### src/rtl/text_codec_sequencer_pkg.sv
// text_codec_pkg: types and widths shared by the text codec sequencer slice.
//   state_e   - sequencer FSM states
//   BYTE_W    - width of a source / expanded byte
//   SYMBOL_W  - width of a compressed symbol
//   ASCII_MSB - bit that marks a byte as not representable in 7 bits
package text_codec_pkg;

   localparam int unsigned BYTE_W    = 8;
   localparam int unsigned SYMBOL_W  = 7;
   localparam int unsigned ASCII_MSB = 7;

   typedef enum logic [1:0] {
      StIdle,
      StWait,
      StCheck,
      StEmit
   } state_e;

endpackage

### src/rtl/text_codec_sequencer_if.sv
// text_codec_sequencer_if: byte source, codec loopback and symbol link signals.
//   in_byte/in_valid/in_ready        - source byte handshake
//   codec_byte/codec_code/
//   codec_expanded/err_change        - compressor / expander / error counter taps
//   out_code/out_valid/out_ready     - compressed symbol link handshake
// Modport slave is the sequencer's view; master is the surrounding environment.
interface text_codec_sequencer_if;
   import text_codec_pkg::*;

   logic [BYTE_W-1:0]   in_byte;
   logic                in_valid;
   logic                in_ready;
   logic [BYTE_W-1:0]   codec_byte;
   logic [SYMBOL_W-1:0] codec_code;
   logic [BYTE_W-1:0]   codec_expanded;
   logic                err_change;
   logic [SYMBOL_W-1:0] out_code;
   logic                out_valid;
   logic                out_ready;

   modport slave (
      input  in_byte, in_valid, codec_code, codec_expanded, out_ready,
      output in_ready, codec_byte, err_change, out_code, out_valid
   );

   modport master (
      output in_byte, in_valid, codec_code, codec_expanded, out_ready,
      input  in_ready, codec_byte, err_change, out_code, out_valid
   );

endinterface

### src/rtl/text_codec_sequencer_sat_counter.sv
// sat_counter: W-bit event counter that sticks at all-ones instead of wrapping.
//   clk   - rising-edge clock
//   reset - asynchronous active-high reset, clears the count
//   inc   - count one event this cycle
//   count - registered count
module sat_counter #(
   parameter int unsigned W = 16
) (
   input  logic         clk,
   input  logic         reset,
   input  logic         inc,
   output logic [W-1:0] count
);

   logic [W-1:0] count_q, count_d;

   always_comb begin
      count_d = count_q;
      if (inc && (count_q != '1)) begin
         count_d = count_q + 1'b1;
      end
   end

   always_ff @(posedge clk or posedge reset) begin
      if (reset) begin
         count_q <= '0;
      end else begin
         count_q <= count_d;
      end
   end

   assign count = count_q;

endmodule

### src/rtl/text_codec_sequencer.sv
// text_codec_sequencer: loopback sequencer for the text compressor/expander pair.
//   clk, reset     - clock and asynchronous active-high reset
//   enable         - permits acceptance of new bytes
//   bus            - source handshake, codec taps and symbol link (slave view)
//   byte_count     - bytes emitted on the link (saturating)
//   mismatch_count - round-trip mismatches (saturating)
//   reject_count   - non-ASCII bytes dropped (saturating)
//   busy           - a byte is in flight
// A byte is held on codec_byte, the codec pipeline is given LATENCY cycles, the round
// trip is compared in a single CHECK cycle and the compressed code is emitted.
module text_codec_sequencer
   import text_codec_pkg::*;
#(
   parameter int unsigned LATENCY = 2,
   parameter int unsigned COUNT_W = 16
) (
   input  logic                 clk,
   input  logic                 reset,
   input  logic                 enable,
   text_codec_sequencer_if.slave bus,
   output logic [COUNT_W-1:0]   byte_count,
   output logic [COUNT_W-1:0]   mismatch_count,
   output logic [COUNT_W-1:0]   reject_count,
   output logic                 busy
);

   localparam logic [3:0] WaitLoad = 4'(LATENCY - 1);

   state_e              state_q, state_d;
   logic [BYTE_W-1:0]   hold_q, hold_d;
   logic [SYMBOL_W-1:0] code_q, code_d;
   logic [3:0]          wait_q, wait_d;

   logic in_ready_w;
   logic accept, take, reject;
   logic byte_inc, mismatch_inc;

   assign in_ready_w = (state_q == StIdle) && enable;
   assign accept     = in_ready_w && bus.in_valid;
   assign reject     = accept && bus.in_byte[ASCII_MSB];
   assign take       = accept && !bus.in_byte[ASCII_MSB];

   // State register
   always_ff @(posedge clk or posedge reset) begin
      if (reset) begin
         state_q <= StIdle;
      end else begin
         state_q <= state_d;
      end
   end

   // Next-state logic
   always_comb begin
      state_d = state_q;
      unique case (state_q)
         StIdle:  if (take) state_d = StWait;
         StWait:  if (wait_q == '0) state_d = StCheck;
         StCheck: state_d = StEmit;
         StEmit:  if (bus.out_ready) state_d = StIdle;
         default: state_d = StIdle;
      endcase
   end

   // Datapath: hold register, wait counter, output code
   always_comb begin
      hold_d = hold_q;
      wait_d = wait_q;
      code_d = code_q;
      if (take) begin
         hold_d = bus.in_byte;
         wait_d = WaitLoad;
      end
      if ((state_q == StWait) && (wait_q != '0)) begin
         wait_d = wait_q - 1'b1;
      end
      if (state_q == StCheck) begin
         code_d = bus.codec_code;
      end
   end

   always_ff @(posedge clk or posedge reset) begin
      if (reset) begin
         hold_q <= '0;
         wait_q <= '0;
         code_q <= '0;
      end else begin
         hold_q <= hold_d;
         wait_q <= wait_d;
         code_q <= code_d;
      end
   end

   // Outputs
   always_comb begin
      bus.in_ready   = in_ready_w;
      bus.codec_byte = hold_q;
      bus.out_code   = code_q;
      bus.err_change = (state_q == StCheck);
      bus.out_valid  = (state_q == StEmit);
      busy           = (state_q != StIdle);
      mismatch_inc   = (state_q == StCheck) && (bus.codec_expanded != hold_q);
      byte_inc       = (state_q == StEmit) && bus.out_ready;
   end

   sat_counter #(.W(COUNT_W)) u_byte_cnt (
      .clk   (clk),
      .reset (reset),
      .inc   (byte_inc),
      .count (byte_count)
   );

   sat_counter #(.W(COUNT_W)) u_mismatch_cnt (
      .clk   (clk),
      .reset (reset),
      .inc   (mismatch_inc),
      .count (mismatch_count)
   );

   sat_counter #(.W(COUNT_W)) u_reject_cnt (
      .clk   (clk),
      .reset (reset),
      .inc   (reject),
      .count (reject_count)
   );

endmodule
### src/flat_wrapper.sv
// flat-port wrapper written by rule: the top's interface ports become plain ports
module text_codec_sequencer_flat import text_codec_pkg::*;
#(
   parameter int unsigned LATENCY = 2,
   parameter int unsigned COUNT_W = 16
)
  (clk, reset, enable, byte_count, mismatch_count, reject_count, busy, bus_in_byte, bus_in_valid, bus_codec_code, bus_codec_expanded, bus_out_ready, bus_in_ready, bus_codec_byte, bus_err_change, bus_out_code, bus_out_valid);
  text_codec_sequencer_if bus_i ();
  input  logic clk;
  input  logic reset;
  input  logic enable;
  output logic [COUNT_W-1:0] byte_count;
  output logic [COUNT_W-1:0] mismatch_count;
  output logic [COUNT_W-1:0] reject_count;
  output logic busy;
  input wire logic [$bits(bus_i.in_byte)-1:0] bus_in_byte;
  input wire logic [$bits(bus_i.in_valid)-1:0] bus_in_valid;
  input wire logic [$bits(bus_i.codec_code)-1:0] bus_codec_code;
  input wire logic [$bits(bus_i.codec_expanded)-1:0] bus_codec_expanded;
  input wire logic [$bits(bus_i.out_ready)-1:0] bus_out_ready;
  output wire logic [$bits(bus_i.in_ready)-1:0] bus_in_ready;
  output wire logic [$bits(bus_i.codec_byte)-1:0] bus_codec_byte;
  output wire logic [$bits(bus_i.err_change)-1:0] bus_err_change;
  output wire logic [$bits(bus_i.out_code)-1:0] bus_out_code;
  output wire logic [$bits(bus_i.out_valid)-1:0] bus_out_valid;
  assign bus_i.in_byte = bus_in_byte;
  assign bus_i.in_valid = bus_in_valid;
  assign bus_i.codec_code = bus_codec_code;
  assign bus_i.codec_expanded = bus_codec_expanded;
  assign bus_i.out_ready = bus_out_ready;
  assign bus_in_ready = bus_i.in_ready;
  assign bus_codec_byte = bus_i.codec_byte;
  assign bus_err_change = bus_i.err_change;
  assign bus_out_code = bus_i.out_code;
  assign bus_out_valid = bus_i.out_valid;
  text_codec_sequencer #(.LATENCY(LATENCY), .COUNT_W(COUNT_W)) u_core (.clk(clk), .reset(reset), .enable(enable), .bus(bus_i), .byte_count(byte_count), .mismatch_count(mismatch_count), .reject_count(reject_count), .busy(busy));
endmodule
### config.mk
export PLATFORM = sky130hd
export DESIGN_NAME = text_codec_sequencer_flat
export DESIGN_NICKNAME = d
export VERILOG_FILES = /design/src/rtl/text_codec_sequencer_pkg.sv /design/src/rtl/text_codec_sequencer_if.sv /design/src/rtl/text_codec_sequencer_sat_counter.sv /design/src/rtl/text_codec_sequencer.sv /design/src/flat_wrapper.sv
export SDC_FILE = /design/constraint.sdc
export NUM_CORES = 1
export LEC_CHECK = 0
export CORE_MARGIN = 2
export CORE_UTILIZATION = 26
export CTS_CLUSTER_DIAMETER = 40
export DETAILED_ROUTE_END_ITERATION = 8
export HOLD_SLACK_MARGIN = 0.08
export PLACE_DENSITY = 0.53
export SYNTH_ARGS = -nofsm -noshare
export SYNTH_HDL_FRONTEND = slang
export SYNTH_SLANG_ARGS = --single-unit
### constraint.sdc
create_clock -name clk -period 3.2 [get_ports clk]
set_clock_uncertainty 0.2 [all_clocks]
set_input_delay 0.48 -clock clk [delete_from_list [all_inputs] [get_ports clk]]
set_output_delay 0.48 -clock clk [all_outputs]
set_load 0.01 [all_outputs]
==> impl_metrics.env <==
export IMPL_cts_resized_gates=0
export IMPL_post_route_min_period_ns=2.54
export IMPL_core_area_sq_mm=0.0127
export IMPL_netSwitchingFraction_pct=31.6
export IMPL_endpoint_kind="output port"
export IMPL_ios=95
export IMPL_synth_edf_count=0
export IMPL_highest_layer="met4"
export IMPL_cts_tree="yes"
export IMPL_place_inst=557
export IMPL_die_y_um=118
export IMPL_ys_warn_count=0
export IMPL_relSlewSlack_pct=58.3
export IMPL_ys_seq_area_share_pct=51.1
export IMPL_n_fill_cell=1260
export IMPL_cp_max_fo=6
export IMPL_synthTopCellsByArea="dfrtp_1 (51%), xnor2_1 (8.0%), xor2_1 (4.7%)"
export IMPL_dr_wl_met2_um=3890
export IMPL_die_area_sq_mm=0.0139
export IMPL_timing_fmax_mhz=393
export IMPL_drive_gt1_share_pct=9.75
export IMPL_grt_pass1_wl_um=13600
export IMPL_slew_viol_final=0
export IMPL_place_gp_congestion=0.743
export IMPL_internal_power_mw=2.25
export IMPL_worstSetupPathType="flop to output port"
export IMPL_required_ns=2.52
export IMPL_first_iter_violations=96
export IMPL_wl_met1_um=3480
export IMPL_final_cell_mix="clkdlybuf4s50_1 (94), dfrtp_1 (69), xnor2_1 (31)"
export IMPL_ys_ff_latch=69
export IMPL_htreeDepth=3
export IMPL_initial_utilization_pct=26.7
export IMPL_cap_violations=0
export IMPL_cts_buffer_depth=2
export IMPL_placed_area_sq_mm=0.00454
export IMPL_grt_overflow_total=0
export IMPL_clockRootBuffer="clkbuf_16"
export IMPL_drt_vias_per_instance=4.45
export IMPL_clkPwrFrac_pct=27.3
export IMPL_setup_tns_final_ns=0
export IMPL_pwr_share_seq_pct=38.3
export IMPL_netlist_instances=291
export IMPL_fin_nets=433
export IMPL_drt_pass1_iterations=4
export IMPL_yosys_area_top_type="dfrtp_1"
export IMPL_setup_viol_count_final=0
export IMPL_syn_nets=328
export IMPL_cts_made_buffers=9
export IMPL_io_buffers=94
export IMPL_antenna_found_initial=0
export IMPL_clkLatencyLatePin_ns=0.33
export IMPL_status="completed"
export IMPL_async_reset_ff_share_pct=100
export IMPL_synthDominantCellAreaShare_pct=51.1
export IMPL_cp_top_family="buffers and inverters"
export IMPL_grt_usage_pct=12.2
export IMPL_slowest_delay_ns=0.61
export IMPL_p_comb_share_pct=34.4
export IMPL_p_leak_nw=2.03
export IMPL_syn_area_sq_mm=0.00338
export IMPL_multi_input_comb_area_sq_mm=0.00158
export IMPL_synth_cell_types=41
export IMPL_avgSynthCellArea_sq_um=11.6
export IMPL_hold_viol=0
export IMPL_place_hpwl_um=5910
export IMPL_grt_pass1_vias=2751
export IMPL_route_detailed_drc=0
export IMPL_final_common_cell="clkdlybuf4s50_1"
export IMPL_die_w_um=118
export IMPL_diodes=0
export IMPL_dr_wl_met3_um=419
export IMPL_tightest_slew_ns=0.623
export IMPL_cp_start_kind="flop"
export IMPL_rows=41
export IMPL_min_period_over_period_pct=79.5
export IMPL_cts_hold_buffers_added=0
export IMPL_rsz0062_at_grt="false"
export IMPL_crit_arrival_ns=1.86
export IMPL_clkSinkCount=69
export IMPL_cp_slowest_cell="clkdlybuf4s50_1"
export IMPL_ys_flop_type="dfrtp_1"
export IMPL_crit_buf_inv=2
export IMPL_area_growth_pct=42.2
export IMPL_grt_max_degree=29
export IMPL_final_seq_area_sq_mm=0.00173
export IMPL_vias=2546
export IMPL_wl_um=7910
export IMPL_power_density_mw_per_mm2=684
export IMPL_crit_chain="inv_1 -> ha_1 -> clkdlybuf4s50_1"
export IMPL_switchingPower_mw=1.04
export IMPL_wl_per_cell_um=13.8
export IMPL_post_cts_buffers=0
export IMPL_design_power_total_mw=3.29
export IMPL_stdcell_area_sq_mm=0.00480
export IMPL_ir_drop_v=0.000397
export IMPL_min_path_type="flop to flop"
export IMPL_clkTransAtPathRegs_ns=0.06
export IMPL_ant_nets=0
export IMPL_final_instance_count_excl_fill=572
routing by layer:
metal	GRT usage (%)	vias up
li1	-	1232
met1	14.5	1246
met2	20.4	58
met3	3.97	10
met4	5.20	0
met5	0	-
flip-flops by register name, indices dropped and copies added, names as in the netlist:
| signal | count |
|---|---|
| u_core.wait_q | 4 |
| u_core.bus.out_code | 7 |
| u_core.u_mismatch_cnt.count | 16 |
| u_core.bus.codec_byte | 8 |
| u_core.state_q | 2 |
| u_core.u_reject_cnt.count | 16 |
| u_core.u_byte_cnt.count | 16 |
power groups by stage:
stage	Sequential [mW]	Clock [mW]	Combinational [mW]
final	1.26	0.897	1.13
after global routing	1.30	0.971	1.24
after CTS	1.27	0.931	1.15
after detailed placement	1.28	0	1.15
after global placement	1.27	0	1.13
after floorplan	1.32	0	0.529
cell type report:
type | instances | share of cell area, %
sequential | 69 | 36.0
timing repair buffer | 99 | 20.4
tap | 172 | 4.48
clock buffer | 13 | 5.21
multi-input combinational | 205 | 32.8
clock inverter | 2 | 0.208
inverter | 12 | 0.938
metrics by stage:
step                utilization (%)  worst slack, ns  hold WS [ns]
floorplan                         -            0.780         0.262
global placement               35.8            0.675         0.278
detailed placement             35.8            0.652         0.284
CTS                            37.9            0.633         0.300
global route                   37.9            0.572         0.324
finish                         37.9            0.656         0.290
synth_stat cells (all sizes together) (2+ instances only):
cell type / count
a21oi: 3
nor2: 11
nand3b: 2
nand3: 10
and2: 4
dfrtp: 69
nand2: 27
mux2: 20
nor3: 11
o21ai: 8
clkbuf: 2
ha: 9
inv: 12
xor2: 18
and4: 9
nor4: 8
and3: 6
nand4: 15
nand2b: 3
buf: 3
xnor2: 31
kinds of logic (layout without fill, tap and decap cells):
| group | Yosys count | after routing | share of synthesized area [%] |
|---|---|---|---|
| AND/OR/NAND/NOR | 110 | 110 | 19.9 |
| flip-flops | 69 | 69 | 51.1 |
| XOR/XNOR | 49 | 49 | 12.7 |
| multiplexers | 21 | 21 | 6.97 |
| buffers and inverters | 17 | 126 | 2.19 |
| AO/OA/AOI/OAI | 16 | 16 | 3.82 |
| adder cells (fa/ha/maj) | 9 | 9 | 3.33 |
path summary, 6_finish.rpt:
check / from / to / slack (ns) / cells after the start
hold reg to reg: u_core.u_byte_cnt.count[14]$_DFFE_PP0P_ / u_core.u_byte_cnt.count[14]$_DFFE_PP0P_ / 0.29 / 1
setup / recovery: u_core.state_q[0]$_DFFE_PP0P_ / bus_err_change / 0.66 / 3
min in group asynchronous: reset / u_core.u_byte_cnt.count[0]$_DFFE_PP0P_ / 0.35 / 2
max in group asynchronous: reset / u_core.u_mismatch_cnt.count[6]$_DFFE_PP0P_ / 1.69 / 3
setup reg to reg: u_core.u_mismatch_cnt.count[0]$_DFFE_PP0P_ / u_core.u_mismatch_cnt.count[1]$_DFFE_PP0P_ / 0.83 / 6
hold / removal: u_core.u_byte_cnt.count[14]$_DFFE_PP0P_ / u_core.u_byte_cnt.count[14]$_DFFE_PP0P_ / 0.29 / 1
(Power assumes the default switching activity.)
